--- src/rtl/serial_adder.sv ---
// serial_adder: bit-serial WIDTH-bit adder.
// Operands are loaded on start and consumed LSB-first, one bit per clock,
// through a single full-adder cell whose carry is held in a flip-flop.
// The sum and carry-out are registered and announced with a one-cycle done pulse.
// Optional macro SERIAL_ADDER_SUB_EN adds a 'sub' input that turns the
// operation into a - b (B is inverted on load and the carry starts at 1).
module serial_adder #(
    parameter int WIDTH = 8
) (
    input  logic             clk,
    input  logic             rst_n,
    input  logic             start,
    input  logic [WIDTH-1:0] a,
    input  logic [WIDTH-1:0] b,
`ifdef SERIAL_ADDER_SUB_EN
    input  logic             sub,
`endif
    output logic             busy,
    output logic             done,
    output logic [WIDTH-1:0] s,
    output logic             cout
);

    localparam int CW = $clog2(WIDTH);
    localparam logic [CW-1:0] LAST_BIT = CW'(WIDTH - 1);

    typedef enum logic [1:0] {
        IDLE,
        RUN,
        DONE
    } state_e;

    state_e           state_q;
    logic [WIDTH-1:0] aSh_q;
    logic [WIDTH-1:0] bSh_q;
    logic [WIDTH-2:0] sumSh_q;
    logic             carry_q;
    logic [CW-1:0]    cnt_q;
    logic             busy_q;
    logic             done_q;
    logic [WIDTH-1:0] s_q;
    logic             cout_q;

    logic             sumBit_d;
    logic             carry_d;
    logic [WIDTH-1:0] sumNext_d;
    logic [WIDTH-1:0] bLoad_d;
    logic             carryInit_d;

    // One-bit adder cell on the current LSBs plus the partial sum with the new bit on top.
    always_comb begin
        sumBit_d  = aSh_q[0] ^ bSh_q[0] ^ carry_q;
        carry_d   = (aSh_q[0] & bSh_q[0]) | (aSh_q[0] & carry_q) | (bSh_q[0] & carry_q);
        sumNext_d = {sumBit_d, sumSh_q};
    end

    // Operand B and initial carry as loaded on the accepting edge.
    always_comb begin
`ifdef SERIAL_ADDER_SUB_EN
        bLoad_d     = sub ? ~b : b;
        carryInit_d = sub;
`else
        bLoad_d     = b;
        carryInit_d = 1'b0;
`endif
    end

    // Control FSM and datapath: load in IDLE, shift one bit per clock in RUN, pulse done in DONE.
    always_ff @(posedge clk or negedge rst_n) begin
        if (!rst_n) begin
            state_q <= IDLE;
            aSh_q   <= '0;
            bSh_q   <= '0;
            sumSh_q <= '0;
            carry_q <= 1'b0;
            cnt_q   <= '0;
            busy_q  <= 1'b0;
            done_q  <= 1'b0;
            s_q     <= '0;
            cout_q  <= 1'b0;
        end else begin
            case (state_q)
                IDLE: begin
                    done_q <= 1'b0;
                    if (start) begin
                        aSh_q   <= a;
                        bSh_q   <= bLoad_d;
                        carry_q <= carryInit_d;
                        cnt_q   <= '0;
                        busy_q  <= 1'b1;
                        state_q <= RUN;
                    end
                end
                RUN: begin
                    aSh_q   <= {1'b0, aSh_q[WIDTH-1:1]};
                    bSh_q   <= {1'b0, bSh_q[WIDTH-1:1]};
                    sumSh_q <= sumNext_d[WIDTH-1:1];
                    carry_q <= carry_d;
                    cnt_q   <= cnt_q + CW'(1);
                    if (cnt_q == LAST_BIT) begin
                        s_q     <= sumNext_d;
                        cout_q  <= carry_d;
                        done_q  <= 1'b1;
                        state_q <= DONE;
                    end
                end
                DONE: begin
                    done_q  <= 1'b0;
                    busy_q  <= 1'b0;
                    state_q <= IDLE;
                end
                default: begin
                    done_q  <= 1'b0;
                    busy_q  <= 1'b0;
                    state_q <= IDLE;
                end
            endcase
        end
    end

    assign busy = busy_q;
    assign done = done_q;
    assign s    = s_q;
    assign cout = cout_q;

endmodule

--- config.mk ---
export PLATFORM = sky130hd
export DESIGN_NAME = serial_adder
export DESIGN_NICKNAME = d
export VERILOG_FILES = /design/src/rtl/serial_adder.sv
export SDC_FILE = /design/constraint.sdc
export NUM_CORES = 1
export LEC_CHECK = 0
export ABC_CLOCK_PERIOD_IN_PS = 2200
export BUFFER_PORTS_ARGS = -buffer_cell sky130_fd_sc_hd__buf_2
export CORE_ASPECT_RATIO = 1.1
export CORE_MARGIN = 10
export CORE_UTILIZATION = 25
export CTS_CLUSTER_SIZE = 30
export DETAILED_ROUTE_END_ITERATION = 6
export GPL_TIMING_DRIVEN = 0
export SETUP_SLACK_MARGIN = 0.4
export SLEW_MARGIN = 5
export SYNTH_ARGS = -nofsm -noshare
export SYNTH_HDL_FRONTEND = slang
export SYNTH_SLANG_ARGS = --single-unit
--- constraint.sdc ---
create_clock -name clk -period 2.2 [get_ports clk]
set_input_delay 0.11 -clock clk [delete_from_list [all_inputs] [get_ports clk]]
set_output_delay 0.11 -clock clk [all_outputs]
set_load 0.03 [all_outputs]
==> flow_summary.yaml <==
run_status:
  outcome: "completed"
finish:
  drive_above_1_share_pct: 40.23
  fill_cells: 714
  antenna_cells: 0
  finalNonFillerCells: 259
  fin_nets: 195
  multi_input_area_um2: 729.5
  final_cell_mix: "dfrtp_1, buf_2, inv_1"
  syn2layout_area_growth_pct: 20.26
  regArea_um2: 1001
  final_common_cell: "dfrtp_1"
worst_hold_path:
  hp-class: "in2reg"
  hp-start: "a[6]"
floorplanning:
  start_util_pct: 25.97
  design.die.area_um2: 11200
  fp.dieW_um: 101.8
  fp.dieH_um: 110.0
  rows: 32
  core_um2: 7087
  pin_count: 30
worst_setup_path:
  crit_path_start_kind: "register"
  crit_arrival_ps: 1720
  crit_start: "cnt_q[0]$_DFFE_PN0P_"
  r2r-start: "cnt_q[0]$_DFFE_PN0P_"
  critical_path_class: "reg2reg"
  cp.required_ps: 2380
  path_max_fanout: 10
  critPathCaptureType: "register"
cts:
  ctsResizeCount: 0
  cts_tree: "done"
  cts.sinks: 40
  root_buffer: "clkbuf_8"
  h-tree-depth: 2
  worstSkewPairLatency_ps: 300
  numCtsBuffers: 5
  clockBufferDepth: 2
  path_clk_slew_ps: 80
synthesis:
  avgSynthCellArea_um2: 13.53
  synthArstFlopShare_pct: 100.0
  synth_xor_area_share_pct: 0
  yosysWarnings: 0
  synth_top_family_by_area: "simple AND/OR/NAND/NOR gates"
  synth_fa_ha_area_share_pct: 2.447
  synth.mux.area_fraction_pct: 12.17
  synth-seq-cells: 40
  syn_inst: 136
  synth_cell_types: 27
  synthFlopType: "dfrtp_1"
  seq_area_frac_synth_pct: 54.38
  syn-cell-area_um2: 1841
  synth-edff-count: 0
  synthSimpleGateAreaFrac_pct: 13.60
  synth_nets: 158
  synth_compound_area_share_pct: 11.42
timing:
  relSlewSlack_pct: 38.99
  min_period_over_period_pct: 69.98
  finalSetupViolations: 0
  tightest_slew_ps: 915.2
  min_period_ps: 1540
  slew_violations: 0
  max_freq_mhz: 649.5
  setup_tns_ps: 0
  hold_viol: 0
  skew_ps: 6.691
  rsz0062_at_grt: "no"
detailed_routing:
  vias_per_cell: 4.699
  routedWlPerCell_um: 15.00
  ant_nets: 0
  dr.pass1.iters: 4
  drcViolationCount: 0
  drt_iter0_markers: 60
  vias: 1217
  drt-total-wl_mm: 3.885
grt:
  grt_pass1_wl_mm: 6.348
  grt_pass1_vias: 1238
  grt_usage_pct: 7.165
  grt_max_degree: 41
  grt_overflow: 0
  antenna_found_initial: 0
power_and_ir_drop:
  p_comb_share_pct: 41.8
  p_clk_share_pct: 18.8
  switching_share_pct: 35.60
  ir_worst_vdd_uv: 580.4
  power_switching_uw: 1162
  seq_power_share_pct: 39.4
  leakage_uw: 0.001038
  power.density_nw_per_um2: 1475
  p_int_uw: 2102
placement:
  hpwl_mm: 2.713
  place_inst: 250
  place_congestion: 0.7013
  io_buffers: 29
flow_run:
  cap_violations: 0
-- power groups by stage --
stage	clock network, uW	logic (uW)	registers, uW
floorplan	0	882	1450
global placement	0	1350	1300
detailed placement	0	1390	1310
CTS	629	1390	1290
global route	660	1500	1340
finish	614	1360	1290
-- critical path: stages (launching register included) --
cell	delay, ps
dfrtp_1	410
ha_1	200
ha_1	220
nand3b_1	110
buf_6	180
mux2_4	310
-- routing by layer --
metal	up-vias	GRT usage (%)	part of all wire [%]
li1	577	-	-
met4	0	2.419	0.93
met2	38	10.16	42
met1	595	9.572	50
met5	-	0	0
met3	7	3.051	7.6
-- registers in the layout (all words and copies together), names as in the netlist --
register,flops
s,8
cout,1
done,1
state_q,2
cnt_q,3
sumSh_q,7
carry_q,1
busy,1
aSh_q,8
bSh_q,8
-- stage by stage --
step	power (uW)	instance area (um^2)	worst slack [ps]	hold slack (ps)	utilization, %
final	3264	2213	660.5	165.3	31.23
after detailed placement	2692	2092	666.9	293.9	29.52
after global routing	3496	2213	591.2	169.8	31.23
after CTS	3313	2213	650.0	158.5	31.23
after global placement	2650	2092	672.7	291.2	29.52
after floorplan	2336	1841	764.2	-185.6	-
-- cell families after synthesis --
family | Yosys count
flip-flops | 40
multiplexers | 17
AND/OR/NAND/NOR | 30
adder cells (fa/ha/maj) | 3
AO/OA/AOI/OAI | 23
buffers and inverters | 23
-- synth_stat cells, drive strengths merged (3+ instances only) --
| master | count | share of area [%] |
|---|---|---|
| buf | 9 | 3.1 |
| or4b | 5 | 2.7 |
| a211oi | 6 | 2.4 |
| a22o | 3 | 1.4 |
| a221oi | 3 | 1.4 |
| nor4b | 9 | 4.3 |
| clkbuf | 3 | 0.61 |
| dfrtp | 40 | 54 |
| mux2 | 16 | 12 |
| o221a | 5 | 3.1 |
| nor3b | 8 | 3.3 |
| inv | 11 | 2.2 |
-- repair_timing --
action,CTS,global route
hold buffers,1,0
buffers inserted,0,0
hold endpoints to repair,40,0
-- cell type report --
class | count | share of cell area [%]
Clock buffer | 5 | 3.109
Inverter | 11 | 1.865
Sequential cell | 40 | 45.22
Multi-Input combinational cell | 73 | 32.96
Clock inverter | 3 | 1.922
Buffer | 12 | 3.109
Timing Repair Buffer | 30 | 7.010
Tap cell | 85 | 4.805
-- worst paths after layout --
path / cells after the start / to / slack (ps)
setup / recovery: 5 / s[6]$_DFFE_PN0P_ / 660
hold / removal: 3 / aSh_q[6]$_DFFE_PN0P_ / 170
setup reg to reg: 5 / s[6]$_DFFE_PN0P_ / 660
hold reg to reg: 1 / cnt_q[1]$_DFFE_PN0P_ / 500
max in group asynchronous: 2 / bSh_q[4]$_DFFE_PN0P_ / 1150
min in group asynchronous: 2 / sumSh_q[6]$_DFFE_PN0P_ / 480
No activity file was read; power rests on OpenSTA's default activity.
